<file path="src/rtl/uart_pkg.sv">
// Shared types and constants for the UART receive path.
// Optional parity support is controlled by the UART_RX_PARITY_EN macro in the users of this package.
package uart_pkg;

   typedef enum logic [2:0] {
      IDLE,
      START,
      DATA,
      PARITY,
      STOP
   } uart_rx_state_e;

   localparam int CPB_MIN = 4;

   function automatic logic maj3(input logic a, input logic b, input logic c);
      return (a & b) | (a & c) | (b & c);
   endfunction

endpackage

</file>
<file path="src/rtl/uart_rx_os_if.sv">
// Receive-side result bundle: byte, frame pulses and busy flag.
// Macro UART_RX_PARITY_EN adds parity_err_o.
// Valid/ready: rx_valid_o is a one-cycle pulse with no ready; the consumer must take rx_data_o that cycle.
interface uart_rx_os_if #(
   parameter int DATA_W = 8
);
   logic [DATA_W-1:0] rx_data_o;
   logic              rx_valid_o;
   logic              sbit_o;
   logic              frame_err_o;
   logic              break_o;
   logic              busy_o;
`ifdef UART_RX_PARITY_EN
   logic              parity_err_o;
`endif

   modport master (
      output rx_data_o, rx_valid_o, sbit_o, frame_err_o, break_o, busy_o
`ifdef UART_RX_PARITY_EN
      , output parity_err_o
`endif
   );

   modport slave (
      input rx_data_o, rx_valid_o, sbit_o, frame_err_o, break_o, busy_o
`ifdef UART_RX_PARITY_EN
      , input parity_err_o
`endif
   );
endinterface

</file>
<file path="src/rtl/uart_sync.sv">
// Flop-chain synchroniser for an asynchronous level input; resets to 1 (idle line).
module uart_sync #(
   parameter int STAGES = 2
) (
   input  logic clk_i,
   input  logic rst_i,
   input  logic d_i,
   output logic q_o
);
   logic [STAGES-1:0] sync_q;

   always_ff @(posedge clk_i) begin
      if (rst_i) sync_q <= '1;
      else       sync_q <= {sync_q[STAGES-2:0], d_i};
   end

   assign q_o = sync_q[STAGES-1];
endmodule

</file>
<file path="src/rtl/uart_rx_os.sv">
// Oversampling UART receiver: start-bit validation, 2-of-3 majority per bit, framing/break detection.
// Macro UART_RX_PARITY_EN adds an optional parity bit between data and stop.
module uart_rx_os
   import uart_pkg::*;
#(
   parameter int DATA_W      = 8,
   parameter int CPB_W       = 16,
   parameter int SYNC_STAGES = 2
) (
   input  logic             clk_i,
   input  logic             rst_i,
   input  logic             en_i,
   input  logic             rx_i,
   input  logic [CPB_W-1:0] clks_per_bit_i,
`ifdef UART_RX_PARITY_EN
   input  logic             parity_en_i,
   input  logic             parity_odd_i,
`endif
   uart_rx_os_if.master     rx_if
);
   localparam int IDX_W = (DATA_W > 1) ? $clog2(DATA_W) : 1;
   localparam logic [CPB_W-1:0] ONE = CPB_W'(1);
   localparam logic [CPB_W-1:0] CPB_FLOOR = CPB_W'(CPB_MIN);

   uart_rx_state_e    state_q;
   logic [CPB_W-1:0]  cnt_q, cpb_q;
   logic [IDX_W-1:0]  bitidx_q;
   logic [DATA_W-1:0] shreg_q, data_q;
   logic [1:0]        smp_q;
   logic              armed_q;
   logic              valid_q, sbit_q, ferr_q, brk_q;
`ifdef UART_RX_PARITY_EN
   logic              par_en_q, par_odd_q, perr_pend_q, perr_q;
`endif

   logic             rx_s, maj;
   logic [CPB_W-1:0] cpb_d, half;
   logic             at_lo, at_mid, at_dec, at_end;

   uart_sync #(.STAGES(SYNC_STAGES)) u_sync (
      .clk_i (clk_i),
      .rst_i (rst_i),
      .d_i   (rx_i),
      .q_o   (rx_s)
   );

   assign cpb_d  = (clks_per_bit_i < CPB_FLOOR) ? CPB_FLOOR : clks_per_bit_i;
   assign half   = cpb_q >> 1;
   assign at_lo  = (cnt_q == half - ONE);
   assign at_mid = (cnt_q == half);
   assign at_dec = (cnt_q == half + ONE);
   assign at_end = (cnt_q == cpb_q - ONE);
   // Third vote is the live sample, so the bit is decided in the same cycle as its last sample.
   assign maj    = maj3(smp_q[1], smp_q[0], rx_s);

   always_ff @(posedge clk_i) begin
      if (rst_i) begin
         state_q  <= IDLE;
         cnt_q    <= '0;
         cpb_q    <= '0;
         bitidx_q <= '0;
         shreg_q  <= '0;
         data_q   <= '0;
         smp_q    <= '0;
         armed_q  <= 1'b0;
         valid_q  <= 1'b0;
         sbit_q   <= 1'b0;
         ferr_q   <= 1'b0;
         brk_q    <= 1'b0;
`ifdef UART_RX_PARITY_EN
         par_en_q    <= 1'b0;
         par_odd_q   <= 1'b0;
         perr_pend_q <= 1'b0;
         perr_q      <= 1'b0;
`endif
      end else begin
         valid_q <= 1'b0;
         sbit_q  <= 1'b0;
         ferr_q  <= 1'b0;
         brk_q   <= 1'b0;
`ifdef UART_RX_PARITY_EN
         perr_q  <= 1'b0;
`endif
         // A low line only starts a frame once it has been seen high since the last frame error.
         if (rx_s) armed_q <= 1'b1;
         if (at_lo || at_mid) smp_q <= {smp_q[0], rx_s};

         if (!en_i) begin
            state_q <= IDLE;
            cnt_q   <= '0;
         end else begin
            case (state_q)
               IDLE: begin
                  if (armed_q && !rx_s) begin
                     state_q <= START;
                     cnt_q   <= '0;
                     cpb_q   <= cpb_d;
`ifdef UART_RX_PARITY_EN
                     par_en_q  <= parity_en_i;
                     par_odd_q <= parity_odd_i;
`endif
                  end
               end
               START: begin
                  cnt_q <= cnt_q + ONE;
                  if (at_dec && maj) begin
                     state_q <= IDLE;
                     cnt_q   <= '0;
                  end else begin
                     if (at_dec) sbit_q <= 1'b1;
                     if (at_end) begin
                        state_q  <= DATA;
                        cnt_q    <= '0;
                        bitidx_q <= '0;
                     end
                  end
               end
               DATA: begin
                  cnt_q <= cnt_q + ONE;
                  if (at_dec) shreg_q <= {maj, shreg_q[DATA_W-1:1]};
                  if (at_end) begin
                     cnt_q <= '0;
                     if (bitidx_q == IDX_W'(DATA_W - 1)) begin
`ifdef UART_RX_PARITY_EN
                        state_q <= par_en_q ? PARITY : STOP;
`else
                        state_q <= STOP;
`endif
                     end else begin
                        bitidx_q <= bitidx_q + IDX_W'(1);
                     end
                  end
               end
`ifdef UART_RX_PARITY_EN
               PARITY: begin
                  cnt_q <= cnt_q + ONE;
                  if (at_dec) perr_pend_q <= (^shreg_q) ^ maj ^ par_odd_q;
                  if (at_end) begin
                     state_q <= STOP;
                     cnt_q   <= '0;
                  end
               end
`endif
               STOP: begin
                  // Leave at mid-bit so the next start edge is caught with half a bit of margin.
                  if (at_dec) begin
                     state_q <= IDLE;
                     cnt_q   <= '0;
                     data_q  <= shreg_q;
                     armed_q <= maj;
                     if (maj) begin
                        valid_q <= 1'b1;
`ifdef UART_RX_PARITY_EN
                        perr_q  <= par_en_q & perr_pend_q;
`endif
                     end else begin
                        ferr_q <= 1'b1;
                        brk_q  <= ~|shreg_q;
                     end
                  end else begin
                     cnt_q <= cnt_q + ONE;
                  end
               end
               default: begin
                  state_q <= IDLE;
                  cnt_q   <= '0;
               end
            endcase
         end
      end
   end

   assign rx_if.rx_data_o   = data_q;
   assign rx_if.rx_valid_o  = valid_q;
   assign rx_if.sbit_o      = sbit_q;
   assign rx_if.frame_err_o = ferr_q;
   assign rx_if.break_o     = brk_q;
   assign rx_if.busy_o      = (state_q != IDLE);
`ifdef UART_RX_PARITY_EN
   assign rx_if.parity_err_o = perr_q;
`endif
endmodule

</file>
<file path="src/flat_wrapper.sv">
// flat-port wrapper written by rule: the top's interface ports become plain ports
module uart_rx_os_flat import uart_pkg::*;
#(
   parameter int DATA_W      = 8,
   parameter int CPB_W       = 16,
   parameter int SYNC_STAGES = 2
)
  (clk_i, rst_i, en_i, rx_i, clks_per_bit_i, rx_if_rx_data_o, rx_if_rx_valid_o, rx_if_sbit_o, rx_if_frame_err_o, rx_if_break_o, rx_if_busy_o);
  uart_rx_os_if #(.DATA_W(DATA_W)) rx_if_i ();
  input  logic clk_i;
  input  logic rst_i;
  input  logic en_i;
  input  logic rx_i;
  input  logic [CPB_W-1:0] clks_per_bit_i;
  output wire logic [$bits(rx_if_i.rx_data_o)-1:0] rx_if_rx_data_o;
  output wire logic [$bits(rx_if_i.rx_valid_o)-1:0] rx_if_rx_valid_o;
  output wire logic [$bits(rx_if_i.sbit_o)-1:0] rx_if_sbit_o;
  output wire logic [$bits(rx_if_i.frame_err_o)-1:0] rx_if_frame_err_o;
  output wire logic [$bits(rx_if_i.break_o)-1:0] rx_if_break_o;
  output wire logic [$bits(rx_if_i.busy_o)-1:0] rx_if_busy_o;
  assign rx_if_rx_data_o = rx_if_i.rx_data_o;
  assign rx_if_rx_valid_o = rx_if_i.rx_valid_o;
  assign rx_if_sbit_o = rx_if_i.sbit_o;
  assign rx_if_frame_err_o = rx_if_i.frame_err_o;
  assign rx_if_break_o = rx_if_i.break_o;
  assign rx_if_busy_o = rx_if_i.busy_o;
  uart_rx_os #(.DATA_W(DATA_W), .CPB_W(CPB_W), .SYNC_STAGES(SYNC_STAGES)) u_core (.clk_i(clk_i), .rst_i(rst_i), .en_i(en_i), .rx_i(rx_i), .clks_per_bit_i(clks_per_bit_i), .rx_if(rx_if_i));
endmodule
</file>
<file path="config.mk">
export PLATFORM = sky130hd
export DESIGN_NAME = uart_rx_os_flat
export DESIGN_NICKNAME = d
export VERILOG_FILES = /design/src/rtl/uart_pkg.sv /design/src/rtl/uart_rx_os_if.sv /design/src/rtl/uart_sync.sv /design/src/rtl/uart_rx_os.sv /design/src/flat_wrapper.sv
export SDC_FILE = /design/constraint.sdc
export NUM_CORES = 1
export LEC_CHECK = 0
export BUFFER_PORTS_ARGS = -buffer_cell sky130_fd_sc_hd__buf_2
export CAP_MARGIN = 40
export CORE_MARGIN = 2
export CORE_UTILIZATION = 61
export CTS_CLUSTER_DIAMETER = 100
export CTS_CLUSTER_SIZE = 10
export DETAILED_ROUTE_END_ITERATION = 8
export PLACE_DENSITY = 0.92
export SLEW_MARGIN = 20
export SYNTH_ARGS = -nofsm -noshare
export SYNTH_HDL_FRONTEND = slang
export SYNTH_SLANG_ARGS = --single-unit
export TNS_END_PERCENT = 20
</file>
<file path="constraint.sdc">
create_clock -name clk_i -period 4.5 [get_ports clk_i]
set_input_delay 0.225 -clock clk_i [delete_from_list [all_inputs] [get_ports clk_i]]
set_output_delay 0.225 -clock clk_i [all_outputs]
set_load 0.005 [all_outputs]
</file>
* Word-level counts from Yosys, hierarchy flattened *
Cells that the tools add are included.

storage, ports and cells
  bits in registers = 63
  input bits = 20
  output and inout port bits = 13
  logic and storage cells = 87

cells by class
  add/subtract/negate cells = 5
  $lt $le $gt $ge = 1
  eq/ne operators = 16
  mux-type cells = 25
  bitwise operators = 9
  reduce and logical (&&, ||, !) cells = 18

operator list
  operator               number
  $mux 16                5
  $pmux 16 s4            1
  $eq 16x16->1           3
  $mux 3                 10
  $add 15x1->16 const B  1
  $add 16x1->16 const B  1
  $eq 16x15->1           1
  $lt 16x3->1 const B    1
  $sub 15x1->16 const B  1
  $sub 16x1->16 const B  1
  $pmux 3 s4             1
  $ne 2x1->1 const B     5
  $reduce_and 3->1       3
  $reduce_or 4->1        2
  $reduce_or 8->1        1
  $mux 1                 7
  $eq 3x3->1 const B     2
  $pmux 3 s2             1
  $reduce_and 6->1       1
  $reduce_and 5->1       1
  $reduce_or 5->1        1
  $ne 2x2->1 const B     2
  $not 1->1              4
  $add 3x1->3 const B    1
  12 further kinds       17

* Longest topological paths before layout *
  depth after elaboration = 6
  gate-level depth with buffers = 15

* Cells and area by module *
Synthesis repeated with hierarchy kept, for this count alone.

second synthesis, totals
  cell total of the unflattened synthesis = 559
  area total of the unflattened synthesis = 4438.0 um^2

by module, submodules not included
  module      times used  cells each  area each (um^2)
  uart_rx_os  1           555         4385.5
  uart_sync   1           4           52.6

* Worst setup path before layout *
No wires, ideal clock.

  path kind = register to register
  start = register u_core.cpb_q[1]
  end = register u_core.cnt_q[13]
  library setup time = 114 ps
  arrival time = 3070 ps
  data required time = 4386 ps
  setup slack = 1316 ps
  cell stages (with the launch flop) = 16
  buffers on the path = 3
  path through = dfxtp_1 > buf_2 > inv_1 > ha_1 > buf_2 > nor3b_1 > nand4_1 > xnor2_1 > nor4_1 > nand4_1 > nor4_1 > o22ai_2 > o21bai_4 > buf_4 > o21bai_1 > a21o_1

between the ends
  cells in the longest elaborated chain, start to end = 5
  elaborated cells on any way between the ends = 9
  classes of those cells = add/sub (2); eq/ne (2); mux (4); reduce/logical (1)

RTL lines
  element                                                RTL line                                                 RTL
  start, declared                                        uart_rx_os.sv:26                                         logic [CPB_W-1:0] cnt_q, cpb_q;
  start signal, assigned                                 uart_rx_os.sv:97                                         cpb_q <= cpb_d;
  $sub 16x1->16 / $add 15x1->16 (equally long branches)  uart_rx_os.sv:52, uart_rx_os.sv:51
  $eq 16x16->1, on equally long branches                 uart_rx_os.sv:52, uart_rx_os.sv:51
  $mux 16 / $logic_and 1x1->1 (equally long branches)    uart_rx_os.sv:111, uart_rx_os.sv:121, uart_rx_os.sv:106
  $mux 16                                                uart_rx_os.sv:106                                        if (at_dec && maj) begin
  $pmux 16 s4 *                                          uart_rx_os.sv:92                                         case (state_q)
  end signal, assigned                                   uart_rx_os.sv:105                                        cnt_q <= cnt_q + ONE;
  end signal, assigned                                   uart_rx_os.sv:119                                        cnt_q <= cnt_q + ONE;
  end signal, assigned                                   uart_rx_os.sv:161                                        cnt_q <= cnt_q + ONE;
  end, declared                                          uart_rx_os.sv:26

Mark *: on every way between the ends. The rest lies on a longest branch, timed or not.
A chain may end at the register's enable or synchronous reset.

* Worst setup path in the final report *
  start = register u_core.cpb_q[2]
  end = register u_core.cnt_q[5]

Same word-level chain as after synthesis.

==> results.yml <==
outcome:
  status: "finished, final reports clean"
power:
  p_clk_share_pct: 40.9
  power_frac_seq_pct: 49.8
  power_frac_comb_pct: 9.3
  leakagePower_nw: 1.96
  swShare_pct: 29.1
  p_sw_uw: 334
  power_mw: 1.15
  p_int_uw: 813
  max-vdd-ir-drop_uv: 219
  cellPowerDensity_mw_per_mm2: 247
detailed_routing:
  wl_per_cell_um: 16.0
  antenna_left: 0
  first_iter_violations: 294
  wl_met3_um: 668
  via_per_inst: 6.07
  drc: 0
  via_count: 3993
  drt-total-wl_um: 10600
  met2_length_um: 4940
  top_layer: "met4"
  detail_route.first_pass.iterations: 5
  routedLengthMet1_um: 4740
floorplanning:
  floorplan.initialDensity_pct: 63.8
  core_area_mm2: 0.00687
  placementRows: 30
  dieHeight_um: 88.8
  io_pins: 33
  die_width_um: 88.8
  die_area_mm2: 0.00788
clock_network:
  cts.path.max_buffers: 2
  ctsResizeCount: 0
  cts_hold_buf: 0
  cts_root_buf: "clkbuf_8"
  cts_sinks: 63
  cts_buffers: 9
  cts_tree: "done"
  htree_levels: 3
  clkLatencyLatePin_ns: 0.37
  clk_pin_slew_ns: 0.08
  cts_setup_buffers: 0
layout:
  syn2layout_area_growth_pct: 5.85
  final_common_cell: "dfxtp_1"
  final_cell_mix: "63 x dfxtp_1, 61 x nand2_1, 47 x nor2_1"
  antenna_cells: 0
  nNetsFinal: 583
  nFillCells: 554
  layout-drive-gt1-share_pct: 13.3
placed_design:
  io_buffers: 32
  routabilityCongestion: 1.03
  dp_hpwl_um: 7740
critical_path:
  crit_chain: "inv_1 > ha_1 > nor3b_1 > nand4_1 > xnor2_1 > nor4_1 > nand4_1 > nor4_1 > o22ai_2 > o21bai_4 > or4_1 > a21bo_1"
  cp_data_required_time_ns: 4.76
  crit_path_end_kind: "register"
  slowest_stage: "nor4_1"
  crit_fanout: 27
  worstPathArrival_ns: 4.34
  r2r_cells: 12
  crit_type: "register to register"
  worstSetupStartpointType: "register"
  slowest_delay_ns: 0.55
synth:
  synth_seq_cells: 63
  async_flop_share_pct: 0
  syn_area_per_cell_um2: 7.84
  ys_seq_area_share_pct: 28.8
  ys_types: 66
  synth_flop_cell: "dfxtp_1"
  syn_inst: 559
  yosysWarnings: 0
  syn_nets: 585
  syn_area_mm2: 0.00438
  synth_edf_count: 0
flow_run:
  maxCapViolations: 0
timing:
  hold_viol: 0
  clock_skew_ns: 0.0140
  fin_tns_setup_ns: 0
  period_share_pct: 90.8
  setup_viol: 0
  slew_headroom_pct: 52.4
  fmax_mhz: 245
  report.final.slew_viol_count: 0
  worst_slew_pin_slew_ns: 0.708
  fin_crit_ns: 4.08
  rsz0062_at_grt: "no"
grt:
  grt_usage_pct: 28.8
  gr-total-overflow: 0
  antenna_found_initial: 0
  grt_pass1_wl_um: 17700
  grt_max_degree: 43
  grt_pass1_vias: 3786
worst_hold_path:
  holdCritPathClass: "primary input to register"
  hold_depth: 2
final timing paths:
check	startpoint	slack [ns]	to
max reg2reg	u_core.cpb_q[2]$_SDFFE_PP0P_	0.42	u_core.cnt_q[5]$_SDFFE_PP0N_
min reg2reg	u_core.u_sync.sync_q[0]$_SDFF_PP1_	0.42	u_core.u_sync.sync_q[1]$_SDFF_PP1_
min	rx_i	0.05	u_core.u_sync.sync_q[0]$_SDFF_PP1_
max	u_core.cpb_q[2]$_SDFFE_PP0P_	0.42	u_core.cnt_q[5]$_SDFFE_PP0N_
power groups by stage:
stage,clock (mW),combinational (mW),sequential [mW]
after detailed placement,0,0.104,0.584
after global placement,0,0.101,0.583
final,0.469,0.107,0.571
after CTS,0.466,0.105,0.571
after global routing,0.487,0.117,0.572
after floorplan,0,0.0829,0.578
synthesized netlist by cell type (3+ instances only):
cell	instances	area, µm²
a211oi_1	6	45.0
a21o_1	9	67.6
a21oi_1	29	145
a31oi_1	3	18.8
and3_1	12	75.1
buf_1	3	11.3
buf_2	17	85.1
buf_4	4	30.0
clkbuf_1	21	78.8
dfxtp_1	63	1260
ha_1	6	75.1
inv_1	17	63.8
mux2i_1	27	270
nand2_1	61	229
nand2b_1	10	62.6
nand3_1	20	100
nand4_1	7	43.8
nand4b_1	4	35.0
nor2_1	47	176
nor2b_1	6	37.5
nor3_1	20	100
nor3b_1	9	67.6
nor4_1	14	87.6
nor4b_1	3	26.3
o21a_1	3	22.5
o21ai_0	14	70.1
o21bai_1	8	60.1
o311ai_0	3	26.3
or2_2	4	25.0
or3_1	8	50.1
or3b_2	3	26.3
or4_1	4	30.0
xnor2_1	29	254
xor2_1	23	201
cell families after synthesis:
group / share of synthesized area (%)
buffers and inverters: 6.25
AOI/OAI and AO/OA: 15.2
DFF: 28.8
adders and majority gates: 1.94
muxes: 6.42
xor gates and xnor gates: 10.4
and+or+nand+nor: 31.0
worst max-delay path, delay by kind of cell (launching register included):
kind                     cells  cell delay (ns)
AND/OR/NAND/NOR              6             2.01
AO/OA/AOI/OAI                3             0.87
flip-flops                   1             0.42
adder cells (fa/ha/maj)      1             0.34
XOR/XNOR                     1             0.19
buffers and inverters        1             0.14
flip-flops by register name (all words and copies together) (netlist names):
name	cells
u_core.cnt_q	16
u_core.cpb_q	16
u_core.rx_if.rx_data_o	8
u_core.shreg_q	8
u_core.bitidx_q	3
u_core.state_q	3
u_core.smp_q	2
u_core.u_sync.sync_q	2
u_core.armed_q	1
u_core.rx_if.break_o	1
u_core.rx_if.frame_err_o	1
u_core.rx_if.rx_valid_o	1
u_core.rx_if.sbit_o	1
layout make-up:
class | count | area, µm² | share of cell area [%]
repair buffers | 33 | 168 | 3.61
well taps | 96 | 120 | 2.59
clock inverters | 7 | 55.1 | 1.19
inverters | 17 | 63.8 | 1.38
clock buffers | 9 | 124 | 2.67
multi-input cells | 433 | 2850 | 61.4
flip-flops and latches | 63 | 1260 | 27.2
per-stage QoR:
step | cells | hold slack, ns | worst slack (ns) | utilization (%) | area (µm²)
6_report | 658 | 0.0464 | 0.416 | 67.6 | 4640
3_5_place_dp | 642 | 0.400 | 0.403 | 65.0 | 4460
5_1_grt | 658 | 0.0469 | 0.0606 | 67.6 | 4640
4_1_cts | 658 | 0.0469 | 0.444 | 67.6 | 4640
2_1_floorplan | 559 | 0.329 | 1.32 | - | 4380
3_3_place_gp | 642 | 0.394 | 0.549 | 65.0 | 4460
routing by layer:
metal	vias up	global-route usage, %
li1	1968	-
met1	1855	38.0
met2	145	46.1
met3	25	5.41
met4	0	12.3
met5	-	0
Note: power is estimated with default switching activity, not from simulation.
